File: src/rtl/term_pkg.sv
// ---------------------------------------------------------------------------
// term_pkg
// Shared definitions for the UART-to-VGA text writer: default screen
// geometry, the control codes the writer interprets, the writer FSM state
// type and a small character-class helper.
// ---------------------------------------------------------------------------
package term_pkg;

  localparam int COLS_DEFAULT       = 80;
  localparam int ROWS_DEFAULT       = 25;
  localparam int FIFO_DEPTH_DEFAULT = 16;
  localparam int CELLS              = 2000;

  localparam logic [7:0] CR    = 8'h0D;
  localparam logic [7:0] LF    = 8'h0A;
  localparam logic [7:0] BS    = 8'h08;
  localparam logic [7:0] TAB   = 8'h09;
  localparam logic [7:0] FF    = 8'h0C;
  localparam logic [7:0] SPACE = 8'h20;

  typedef enum logic [1:0] {
    IDLE      = 2'd0,
    DECODE    = 2'd1,
    CLEAR_ROW = 2'd2,
    CLEAR_ALL = 2'd3
  } state_t;

  // Printable ASCII range that is written to the screen verbatim.
  function automatic logic is_printable(input logic [7:0] b);
    return (b >= 8'h20) && (b <= 8'h7E);
  endfunction

endpackage

File: src/rtl/byte_fifo.sv
// ---------------------------------------------------------------------------
// byte_fifo
// Small synchronous byte FIFO with show-ahead output (dout is the head entry
// whenever empty is low).
//
// Ports
//   clk100  : clock, rising edge
//   rst_n   : synchronous active-low reset (pointers only)
//   push    : write din; ignored while full
//   pop     : discard head entry; ignored while empty
//   din     : byte to write
//   dout    : head entry
//   full    : no free entry
//   empty   : no stored entry
// ---------------------------------------------------------------------------
module byte_fifo #(
  parameter int DEPTH = 16
) (
  input  logic       clk100,
  input  logic       rst_n,
  input  logic       push,
  input  logic       pop,
  input  logic [7:0] din,
  output logic [7:0] dout,
  output logic       full,
  output logic       empty
);

  localparam int AW = $clog2(DEPTH);

  logic [7:0]  mem [DEPTH];
  // One extra pointer bit distinguishes full from empty when indices match.
  logic [AW:0] wr_ptr;
  logic [AW:0] rd_ptr;
  logic        do_push;
  logic        do_pop;

  assign empty   = (wr_ptr == rd_ptr);
  assign full    = (wr_ptr[AW] != rd_ptr[AW]) &&
                   (wr_ptr[AW-1:0] == rd_ptr[AW-1:0]);
  assign do_push = push && !full;
  assign do_pop  = pop && !empty;
  assign dout    = mem[rd_ptr[AW-1:0]];

  always_ff @(posedge clk100) begin
    if (do_push) begin
      mem[wr_ptr[AW-1:0]] <= din;
    end
  end

  always_ff @(posedge clk100) begin
    if (!rst_n) begin
      wr_ptr <= '0;
      rd_ptr <= '0;
    end else begin
      if (do_push) begin
        wr_ptr <= wr_ptr + 1'b1;
      end
      if (do_pop) begin
        rd_ptr <= rd_ptr + 1'b1;
      end
    end
  end

endmodule

File: src/rtl/term_writer.sv
// ---------------------------------------------------------------------------
// term_writer
// Turns a stream of received UART bytes into text-RAM writes for a VGA
// text-mode display. Printable characters are written at the cursor, a small
// set of control codes moves the cursor, newline clears the row it lands on
// and form feed clears the whole screen. Incoming bytes are buffered in a
// FIFO so that reception continues during the multi-cycle clears.
//
// Ports
//   clk100     : clock, rising edge
//   rst_n      : synchronous active-low reset
//   in_data    : received byte
//   in_valid   : one-cycle strobe qualifying in_data
//   wr_en      : text-RAM write strobe
//   wr_addr    : cell address, row*COLS+col
//   wr_data    : character code to write
//   busy       : work pending (FSM active or FIFO non-empty)
//   overflow   : one-cycle pulse when a byte was dropped on a full FIFO
//   cursor_row : current cursor row
//   cursor_col : current cursor column
// ---------------------------------------------------------------------------
module term_writer
  import term_pkg::*;
#(
  parameter int COLS       = COLS_DEFAULT,
  parameter int ROWS       = ROWS_DEFAULT,
  parameter int FIFO_DEPTH = FIFO_DEPTH_DEFAULT
) (
  input  logic        clk100,
  input  logic        rst_n,
  input  logic [7:0]  in_data,
  input  logic        in_valid,
  output logic        wr_en,
  output logic [10:0] wr_addr,
  output logic [7:0]  wr_data,
  output logic        busy,
  output logic        overflow,
  output logic [4:0]  cursor_row,
  output logic [6:0]  cursor_col
);

  localparam logic [10:0] LAST_CELL = 11'(ROWS * COLS - 1);
  localparam logic [6:0]  LAST_COL  = 7'(COLS - 1);
  localparam logic [4:0]  LAST_ROW  = 5'(ROWS - 1);

  function automatic logic [10:0] cell_addr(input logic [4:0] row,
                                            input logic [6:0] col);
    return 11'(row) * 11'(COLS) + 11'(col);
  endfunction

  function automatic logic [4:0] next_row(input logic [4:0] row);
    return (row == LAST_ROW) ? 5'd0 : row + 5'd1;
  endfunction

  // Next multiple of 8, clamped to the last column.
  function automatic logic [6:0] tab_stop(input logic [6:0] col);
    logic [7:0] t;
    t = {1'b0, col & 7'h78} + 8'd8;
    return (t > {1'b0, LAST_COL}) ? LAST_COL : t[6:0];
  endfunction

  state_t      state;
  logic        fifo_full;
  logic        fifo_empty;
  logic        fifo_pop;
  logic [7:0]  fifo_dout;
  logic [7:0]  byte_p1;
  logic [10:0] clr_addr;
  logic [10:0] clr_end;
  logic [4:0]  nl_row;
  logic [10:0] nl_base;

  assign fifo_pop = (state == IDLE) && !fifo_empty;
  assign busy     = (state != IDLE) || !fifo_empty;
  assign nl_row   = next_row(cursor_row);
  assign nl_base  = cell_addr(nl_row, 7'd0);

  byte_fifo #(
    .DEPTH (FIFO_DEPTH)
  ) u_fifo (
    .clk100 (clk100),
    .rst_n  (rst_n),
    .push   (in_valid),
    .pop    (fifo_pop),
    .din    (in_data),
    .dout   (fifo_dout),
    .full   (fifo_full),
    .empty  (fifo_empty)
  );

  // Stage p1: holding register for the byte under decode.
  always_ff @(posedge clk100) begin
    if (fifo_pop) begin
      byte_p1 <= fifo_dout;
    end
  end

  // Stage p2: decode, cursor update and registered write port.
  always_ff @(posedge clk100) begin
    if (!rst_n) begin
      state      <= IDLE;
      wr_en      <= 1'b0;
      wr_addr    <= '0;
      wr_data    <= '0;
      overflow   <= 1'b0;
      cursor_row <= '0;
      cursor_col <= '0;
      clr_addr   <= '0;
      clr_end    <= '0;
    end else begin
      wr_en    <= 1'b0;
      // full is sampled before any same-cycle pop, so a pop cannot rescue it.
      overflow <= in_valid && fifo_full;

      case (state)
        IDLE: begin
          if (!fifo_empty) begin
            state <= DECODE;
          end
        end

        DECODE: begin
          state <= IDLE;
          if (is_printable(byte_p1)) begin
            wr_en   <= 1'b1;
            wr_addr <= cell_addr(cursor_row, cursor_col);
            wr_data <= byte_p1;
            if (cursor_col == LAST_COL) begin
              cursor_col <= '0;
              cursor_row <= nl_row;
              clr_addr   <= nl_base;
              clr_end    <= nl_base + 11'(COLS - 1);
              state      <= CLEAR_ROW;
            end else begin
              cursor_col <= cursor_col + 7'd1;
            end
          end else begin
            case (byte_p1)
              CR: cursor_col <= '0;
              LF: begin
                cursor_row <= nl_row;
                clr_addr   <= nl_base;
                clr_end    <= nl_base + 11'(COLS - 1);
                state      <= CLEAR_ROW;
              end
              BS: begin
                if (cursor_col != 7'd0) begin
                  cursor_col <= cursor_col - 7'd1;
                end
              end
              TAB: cursor_col <= tab_stop(cursor_col);
              FF: begin
                cursor_row <= '0;
                cursor_col <= '0;
                clr_addr   <= '0;
                clr_end    <= LAST_CELL;
                state      <= CLEAR_ALL;
              end
              default: ;
            endcase
          end
        end

        CLEAR_ROW, CLEAR_ALL: begin
          wr_en   <= 1'b1;
          wr_addr <= clr_addr;
          wr_data <= SPACE;
          if (clr_addr == clr_end) begin
            state <= IDLE;
          end else begin
            clr_addr <= clr_addr + 11'd1;
          end
        end

        default: state <= IDLE;
      endcase
    end
  end

endmodule

File: config.mk
export PLATFORM = sky130hd
export DESIGN_NAME = term_writer
export DESIGN_NICKNAME = d
export VERILOG_FILES = /design/src/rtl/term_pkg.sv /design/src/rtl/byte_fifo.sv /design/src/rtl/term_writer.sv
export SDC_FILE = /design/constraint.sdc
export NUM_CORES = 1
export LEC_CHECK = 0
export CAP_MARGIN = 20
export CORE_UTILIZATION = 40
export DETAILED_ROUTE_END_ITERATION = 8
export PLACE_DENSITY_LB_ADDON = 0.2
export SLEW_MARGIN = 20
export SYNTH_ARGS = -nofsm -noshare
export SYNTH_HDL_FRONTEND = slang
export SYNTH_SLANG_ARGS = --single-unit
File: constraint.sdc
create_clock -name clk100 -period 3.9 [get_ports clk100]
set_input_delay 0.78 -clock clk100 [delete_from_list [all_inputs] [get_ports clk100]]
set_output_delay 0.78 -clock clk100 [all_outputs]
set_load 0.03 [all_outputs]
### Word level (Yosys, flattened, before mapping)

Memory sizes are Yosys's and may differ from the RTL's. A register that Yosys moved wholly into a read port is not among the register bits.
Cells that the tools add are included.

| word-level totals | value |
|---|---|
| memory bits (writable) | 128 |
| input bits | 11 |
| output and inout port bits | 34 |
| flip-flop bits (word level) | 67 |
| memories kept | 1 |

Memory list:

| memory | depth | width | rd ports | clocked after memory_dff | wr ports | RTL line | source |
|---|---|---|---|---|---|---|---|
| u_fifo.mem | 16 | 8 | 1 | 1 | 1 | byte_fifo.sv:31 | `logic [7:0] mem [DEPTH];` |

| cells by class | value |
|---|---|
| $mul | 2 |
| reductions and logical operators | 22 |
| muxes and demuxes | 31 |
| equality and inequality tests | 22 |
| magnitude comparators | 3 |
| add/subtract/negate cells | 9 |

Operators by type and width:

| kind | number |
|---|---|
| $pmux 11 s2 | 4 |
| $mux 11 | 6 |
| $eq 8x4->1 const B | 5 |
| $mux 7 | 4 |
| $pmux 7 s3 | 1 |
| $pmux 8 s2 | 1 |
| $add 5x1->5 const B | 3 |
| $mux 5 | 3 |
| $mul 5x3->7 const B | 2 |
| $add 11x1->11 const B | 1 |
| $add 11x7->11 | 1 |
| $add 11x7->11 const B | 1 |
| $eq 11x11->1 | 1 |
| $pmux 5 s2 | 1 |
| $add 7x4->8 const B | 1 |
| $ge 8x6->1 const B | 1 |
| $gt 8x7->1 const B | 1 |
| $le 8x7->1 const B | 1 |
| $mux 2 | 4 |
| $mux 8 | 1 |
| $ne 2x2->1 const B | 4 |
| $add 7x1->7 const B | 1 |
| $eq 7x7->1 const B | 1 |
| $reduce_bool 7->1 | 1 |
| other kinds (25) | 39 |

### Longest topological paths before layout

Gate-level depths: netlist of the first run.

| depth | value |
|---|---|
| depth in word-level cells | 6 |
| mapped depth | 12 |
| gate-level depth less buffers | 12 |

### By module

From an unflattened synthesis of the first run, not the netlist that was laid out.

| unflattened totals | value |
|---|---|
| cell total of the unflattened synthesis | 716 |
| area total of the unflattened synthesis | 9534.1 um^2 |

Modules (own cells, without submodules):

| module | area an instance (um^2) | cells each | sequential area each (um^2) | times used |
|---|---|---|---|---|
| byte_fifo | 5806.8 | 282 | 4124.0 | 1 |
| term_writer | 3727.3 | 434 | 1281.2 | 1 |

### Worst setup path after synthesis of the first run

Ideal clock, no wire load.

| path | value |
|---|---|
| kind | register to register |
| from | register cursor_row[2] |
| to | register clr_end[9] |
| period minus slack after synthesis | 2836 ps |
| required time | 3809 ps |
| setup slack | 1064 ps |
| arrival time | 2745 ps |
| cell stages (with the launch flop) | 11 |
| library setup time | 91 ps |
| cells stage by stage | dfxtp_1 clkbuf_1 nand3_1 xor2_1 nor2_1 ha_1 ha_1 fa_1 nand3_1 xnor2_1 a311oi_1 |

| on the way | value |
|---|---|
| cells in the longest elaborated chain, start to end | 6 |
| elaborated cells between the ends (all ways) | 8 |
| those cells by class | add/sub (2); mul (1); eq/ne (1); mux (4) |

RTL lines:

| item | RTL line | source |
|---|---|---|
| start, declared | term_writer.sv:38 | `output logic [4:0] cursor_row,` |
| start signal, assigned | term_writer.sv:130 | `cursor_row <= nl_row;` |
| start signal, assigned | term_writer.sv:141 | `cursor_row <= nl_row;` |
| $add 5x1->5 / $eq 5x5->1 (equally long branches) | term_writer.sv:52 | `return (row == LAST_ROW) ? 5'd0 : row + 5'd1;` |
| $mux 5 (*) | term_writer.sv:52 |  |
| $mul 5x3->7 (*) | term_writer.sv:48 | `return 11'(row) * 11'(COLS) + 11'(col);` |
| $add 11x7->11 (*) | term_writer.sv:132, term_writer.sv:143 |  |
| $pmux 11 s2 / $mux 11 (equally long branches) | term_writer.sv:138, term_writer.sv:128 |  |
| $mux 11 (*) | term_writer.sv:124 | `if (is_printable(byte_p1)) begin` |
| end signal, assigned | term_writer.sv:132 | `clr_end <= nl_base + 11'(COLS - 1);` |
| end signal, assigned | term_writer.sv:143 | `clr_end <= nl_base + 11'(COLS - 1);` |
| end, declared | term_writer.sv:69 | `logic [10:0] clr_end;` |

Mark *: on every way between the ends. The rest lies on a longest branch, timed or not. The select of a mux whose other input is x is not followed.
A chain may end at the register's enable or synchronous reset.

### Worst setup path in the final report of the first run

| path | value |
|---|---|
| from | register u_fifo.rd_ptr[3] |
| to | output busy |

| on the way | value |
|---|---|
| cells in the longest elaborated chain, start to end | 3 |

RTL lines:

| item | RTL line | source |
|---|---|---|
| start, declared | byte_fifo.sv:34 | `logic [AW:0] rd_ptr;` |
| start signal, assigned | byte_fifo.sv:60 | `rd_ptr <= rd_ptr + 1'b1;` |
| $eq 5x5->1 | byte_fifo.sv:38 | `assign empty = (wr_ptr == rd_ptr);` |
| $logic_not 1->1 | term_writer.sv:74 | `assign busy = (state != IDLE) \|\| !fifo_empty;` |
| $logic_or 1x1->1 | term_writer.sv:74 |  |
| end, declared | term_writer.sv:36 | `output logic busy,` |

Every way passes these cells.

==> results of run 1 <==
-- kinds of logic after synthesis --
group	share of synthesized area, %
simple gates	11.0
flops	58.3
mux	10.7
xor+xnor	4.22
fa+ha+maj	4.63
compound gates	8.53
buf+inv	2.74
-- synth_stat cells, types with 7 or more instances --
library cell / number
ha_1: 29
inv_1: 15
nor2_1: 70
a311oi_1: 8
clkbuf_1: 27
nand2_1: 45
and3_1: 8
a21oi_1: 37
nand4_1: 9
xor2_1: 24
buf_2: 8
xnor2_1: 20
nand3_1: 15
dfxtp_1: 62
edfxtp_1: 136
mux4_2: 40
o21ai_0: 17
nand2b_1: 7
nor3_1: 18
a31oi_1: 7
-- registers in the layout, indices dropped and copies added (netlist names) --
signal	cells
byte_p1	8
state	2
cursor_col	7
clr_end	6
wr_data	8
overflow	1
u_fifo.rd_ptr	5
cursor_row	5
clr_addr	11
u_fifo.wr_ptr	5
wr_addr	11
u_fifo.mem	128
wr_en	1
-- where the power goes --
group          total [µW]  switching (µW)  leakage (µW)  internal (µW)
Clock                1910             939      0.000317            966
Combinational        1780            1000       0.00153            783
Sequential           2680             215       0.00174           2460
-- layer usage --
layer | track usage, % | vias to the layer above
li1 | - | 2731
met4 | 5.63 | 0
met3 | 3.15 | 27
met2 | 31.9 | 237
met1 | 25.4 | 2904
met5 | 0 | -
-- cell type report --
cell class / count / area, µm²
Clock buffer: 17 / 425
Clock inverter: 15 / 228
Fill cell: 1900 / 11600
Inverter: 16 / 60.1
Multi-Input combinational cell: 447 / 3560
Sequential cell: 198 / 5330
Tap cell: 280 / 350
Timing Repair Buffer: 61 / 568
-- worst max-delay path: cells and delay by family, from the launching register on --
kind          cells  cell delay, ns
xor+xnor          1            0.13
buf+inv           2            0.79
flops             1            0.70
simple gates      3            0.67
-- worst paths after layout --
check	endpoint	startpoint
worst max-delay path	busy	u_fifo.rd_ptr[3]$_SDFFE_PN0P_
worst min-delay path	wr_data[7]$_SDFFE_PN0P_	wr_data[7]$_SDFFE_PN0P_
worst max register to register	u_fifo.mem[7][7]$_DFFE_PP_	u_fifo.rd_ptr[3]$_SDFFE_PN0P_
worst min register to register	wr_data[7]$_SDFFE_PN0P_	wr_data[7]$_SDFFE_PN0P_
-- metrics by stage --
stage,instance area [µm²],worst slack (ns),power [µW]
global route,10500,0.179,6660
floorplan,9140,1.06,3940
detailed placement,9870,0.682,4500
global placement,9870,0.791,4470
CTS,10500,0.353,6410
finish,10500,0.394,6370
==> impl_metrics.toml, run 1 <==
[global_route]
grt_max_degree = 36
overflow = 0
antenna_found_initial = 0
track_usage_pct = 19.0
grt_pass1_wl_mm = 33.8
grt_pass1_vias = 5710

[layout]
post-route-util_pct = 47.6
mostFrequentLayoutCell = "edfxtp_1"
drive_above_1_share_pct = 14.1
syn_to_final_growth_pct = 15.1
layout.cells.non_filler = 1034
final_cell_mix = "edfxtp_1 (136), nor2_1 (70), dfxtp_1 (61)"
fin_nets = 784
antenna_cells = 0

[timing]
timing.hold.ws_ns = 0.447
drv_slew = 0
clock_skew_ns = 0.0153
fmax_mhz = 285
min_period_over_period_pct = 89.9
tightestPinTransition_ns = 0.758
finalSetupViolations = 0
rsz0062_at_grt = "no"
min_period_ns = 3.51
slew-limit-headroom_pct = 49.2
fin_tns_setup_ns = 0
hold_viol = 0

[clocking]
cts_setup_buffers = 0
cts.path.max_buffers = 2
ctsResizeCount = 0
postCtsHoldBufs = 0
h-tree-depth = 4
clockRootBuffer = "clkbuf_16"
cts_tree = "built"
cts_buffers = 17
clk_pin_slew_worst_paths_ns = 0.08
cts_sinks = 198
insertion_delay_ns = 0.44

[synthesis]
ys_types = 58
yosys.area.top_type = "edfxtp_1"
ys_seq_area_share_pct = 58.3
synth_ff_type = "edfxtp_1"
synthTopCellsByArea = "edfxtp_1 (45%), dfxtp_1 (14%), mux4_2 (9.9%), ha_1 (4.0%), nor2_1 (2.9%)"
synth.net_count = 747
ys_warn_count = 0
synthArstFlopShare_pct = 0
synth_edf_count = 136
syn_inst = 704
syn-cell-area_um2 = 9140
synth_area_per_cell_um2 = 13.0
netlist.area_leader.share_pct = 44.7
ys_seq_elements = 198

[placement]
dp_hpwl_mm = 14.7
dp.cells = 1002
gp_congestion = 0.871
io_buffers = 44

[floorplan]
dieArea_um2 = 23500
io_pins = 45
die_h_um = 153
core-area_um2 = 22100
fp-row-count = 54
initial_core_util_pct = 41.4
die_w_um = 153

[power_and_ir_drop]
peakVddDrop_mv = 0.298
leakage_uw = 0.00358
powerDensity_nw_per_um2 = 605

[setup_path]
r2r_slack_ns = 0.83
critPathKind = "register to primary output"
reg2reg_depth = 6
critPathSlowestCell = "dfxtp_1"
critPathLaunchType = "register"
crit_fanout = 11
end_kind = "primary output"
worstPathRequired_ns = 3.12
path_cells = "xor2_1, nor4_1, buf_4, nand2_1, or3_1, clkdlybuf4s50_1"
arrival_ns = 2.73
cpPeakStageDelay_ns = 0.70

[drt]
final_antenna_net_count = 0
wl_per_cell_um = 20.8
met3_length_mm = 1.22
drt_iter0_drc = 459
wl_met1_mm = 9.08
top_layer_used = "met4"
wl_met2_mm = 10.8
drcViolationCount = 0
routed_via_density = 5.71
firstDrtPassIters = 5
wl_mm = 21.5
vias = 5899

[worst_hold_path]
hp-class = "register to register"
min_delay_path_depth = 2

[run_status]
status = "finished clean"

[job]
cap_viol_max_count = 0
Note: power is estimated with default switching activity, not from simulation.
==> run 2, diff against run 1 <==
Settings changed: CAP_MARGIN 20 to default, CORE_MARGIN from default to 4.
==> run 2 against run 1 <==
Effect of this change: sequential share of layout area rose by 0.079 points; count of clock-buffer cells in the layout did not move; via count fell by 1.2%; largest cell class unchanged; wire length hardly changed; register-to-register slack better by 0.05 ns.
==> impl_metrics.toml, run 2 (synthesized netlist as in run 1, its figures left out) <==
[global_route]
grt_pass1_vias = 5854
overflow = 0
track_usage_pct = 17.1
grt_pass1_wl_mm = 33.9
grt_max_degree = 43
antenna_found_initial = 0

[setup_path]
cpPeakStageDelay_ns = 0.60
crit_family = "buffers and inverters"
worstPathRequired_ns = 3.12
reg2reg_depth = 11
arrival_ns = 2.52
critPathSlowestCell = "clkdlybuf4s50_1"
end_kind = "primary output"
path_cells = "xor2_1, nor4_1, buf_4, nand2_1, or3_1, clkdlybuf4s50_1"
critPathKind = "register to primary output"
critPathLaunchType = "register"
crit_cells = 6
crit_buf_inv = 2
crit_fanout = 9

[clocking]
cts_setup_buffers = 0
postCtsHoldBufs = 0
h-tree-depth = 4
clockRootBuffer = "clkbuf_16"
cts.path.max_buffers = 2
cts_tree = "built"
cts_sinks = 198
insertion_delay_ns = 0.44
clk_pin_slew_worst_paths_ns = 0.08
cts_buffers = 17
ctsResizeCount = 0

[job]
cap_viol_max_count = 0

[timing]
fmax_mhz = 303
fin_tns_setup_ns = 0
clock_skew_ns = 0.0146
hold_viol = 0
rsz0062_at_grt = "no"
slew-limit-headroom_pct = 49.8
tightestPinTransition_ns = 0.751
min_period_over_period_pct = 84.6
drv_slew = 0
min_period_ns = 3.30
finalSetupViolations = 0
fin_ws_ns = 0.600

[drt]
wl_per_cell_um = 20.7
routed_via_density = 5.60
firstDrtPassIters = 5
wl_mm = 21.5
drt_iter0_drc = 393
drcViolationCount = 0
vias = 5827
final_antenna_net_count = 0

[floorplan]
fp-row-count = 55
io_pins = 45
die_w_um = 159
dieArea_um2 = 25300
core-area_um2 = 22600
initial_core_util_pct = 40.5
die_h_um = 159

[worst_hold_path]
hp-class = "register to register"
min_delay_path_depth = 2

[placement]
gp_congestion = 0.863
dp_hpwl_mm = 15.0
post-place-ws_ns = 0.758
io_buffers = 44

[run_status]
status = "finished clean"

[power_and_ir_drop]
peakVddDrop_mv = 0.306
powerDensity_nw_per_um2 = 595
leakage_uw = 0.00357

[layout]
fin_nets = 785
largest_reg_flops = 128
drive_above_1_share_pct = 14.2
antenna_cells = 0
syn_to_final_growth_pct = 15.0
final_cell_mix = "edfxtp_1 (136), nor2_1 (70), dfxtp_1 (61)"
mostFrequentLayoutCell = "edfxtp_1"
## run 2: cell count changes in the layout (fill, tap and decap cells not counted)
cell / previous run / this run
clkinvlp_4: 0 / 1
clkinv_4: 0 / 2
inv_12: 5 / 2
bufinv_16: 1 / 0
clkinv_8: 3 / 6
buf_4: 17 / 18
inv_8: 6 / 3
inv_6: 0 / 1
## run 2: final timing paths
path,slack (ns),end,start
worst max-delay path,0.60,busy,u_fifo.wr_ptr[3]$_SDFFE_PN0P_
worst min-delay path,0.45,wr_data[7]$_SDFFE_PN0P_,wr_data[7]$_SDFFE_PN0P_
worst max register to register,0.88,clr_end[9]$_SDFFE_PN0P_,cursor_row[0]$_SDFFE_PN0P_
worst min register to register,0.45,wr_data[7]$_SDFFE_PN0P_,wr_data[7]$_SDFFE_PN0P_
## run 2: worst min-delay path: stages (launching register included)
cell     delay [ns]
dfxtp_1        0.32
nand2_1        0.05
nor3_1         0.04
## run 2: layout make-up
cell class | count | area (µm²)
Inverter | 16 | 60.1
Fill cell | 2014 | 12100
Clock buffer | 17 | 425
Sequential cell | 198 | 5330
Timing Repair Buffer | 62 | 576
Multi-Input combinational cell | 447 | 3560
Tap cell | 285 | 357
Clock inverter | 15 | 198
## run 2: per-layer routing
metal  vias up  wire length (µm)  track usage (%)
met5         -                 0                0
met4         0               214             4.38
met3        17               953             3.21
met2       175             10900             29.4
met1      2904              9410             22.3
li1       2731                 -                -
## run 2: power by group
part,switching (µW),internal (µW),leakage [µW]
logic,984,782,0.00154
registers,226,2460,0.00174
clock network,913,883,0.000297
total,2120,4130,0.00357
## run 2: through the flow
step	util, %	cell area [µm²]	power (µW)	std cells	hold slack [ns]
after floorplan	-	9140	3940	704	0.464
after global placement	43.8	9880	4480	1008	0.422
after detailed placement	43.8	9880	4510	1008	0.442
after CTS	46.5	10500	6310	1040	0.455
after global routing	46.5	10500	6590	1040	0.476
final	46.5	10500	6250	1040	0.447
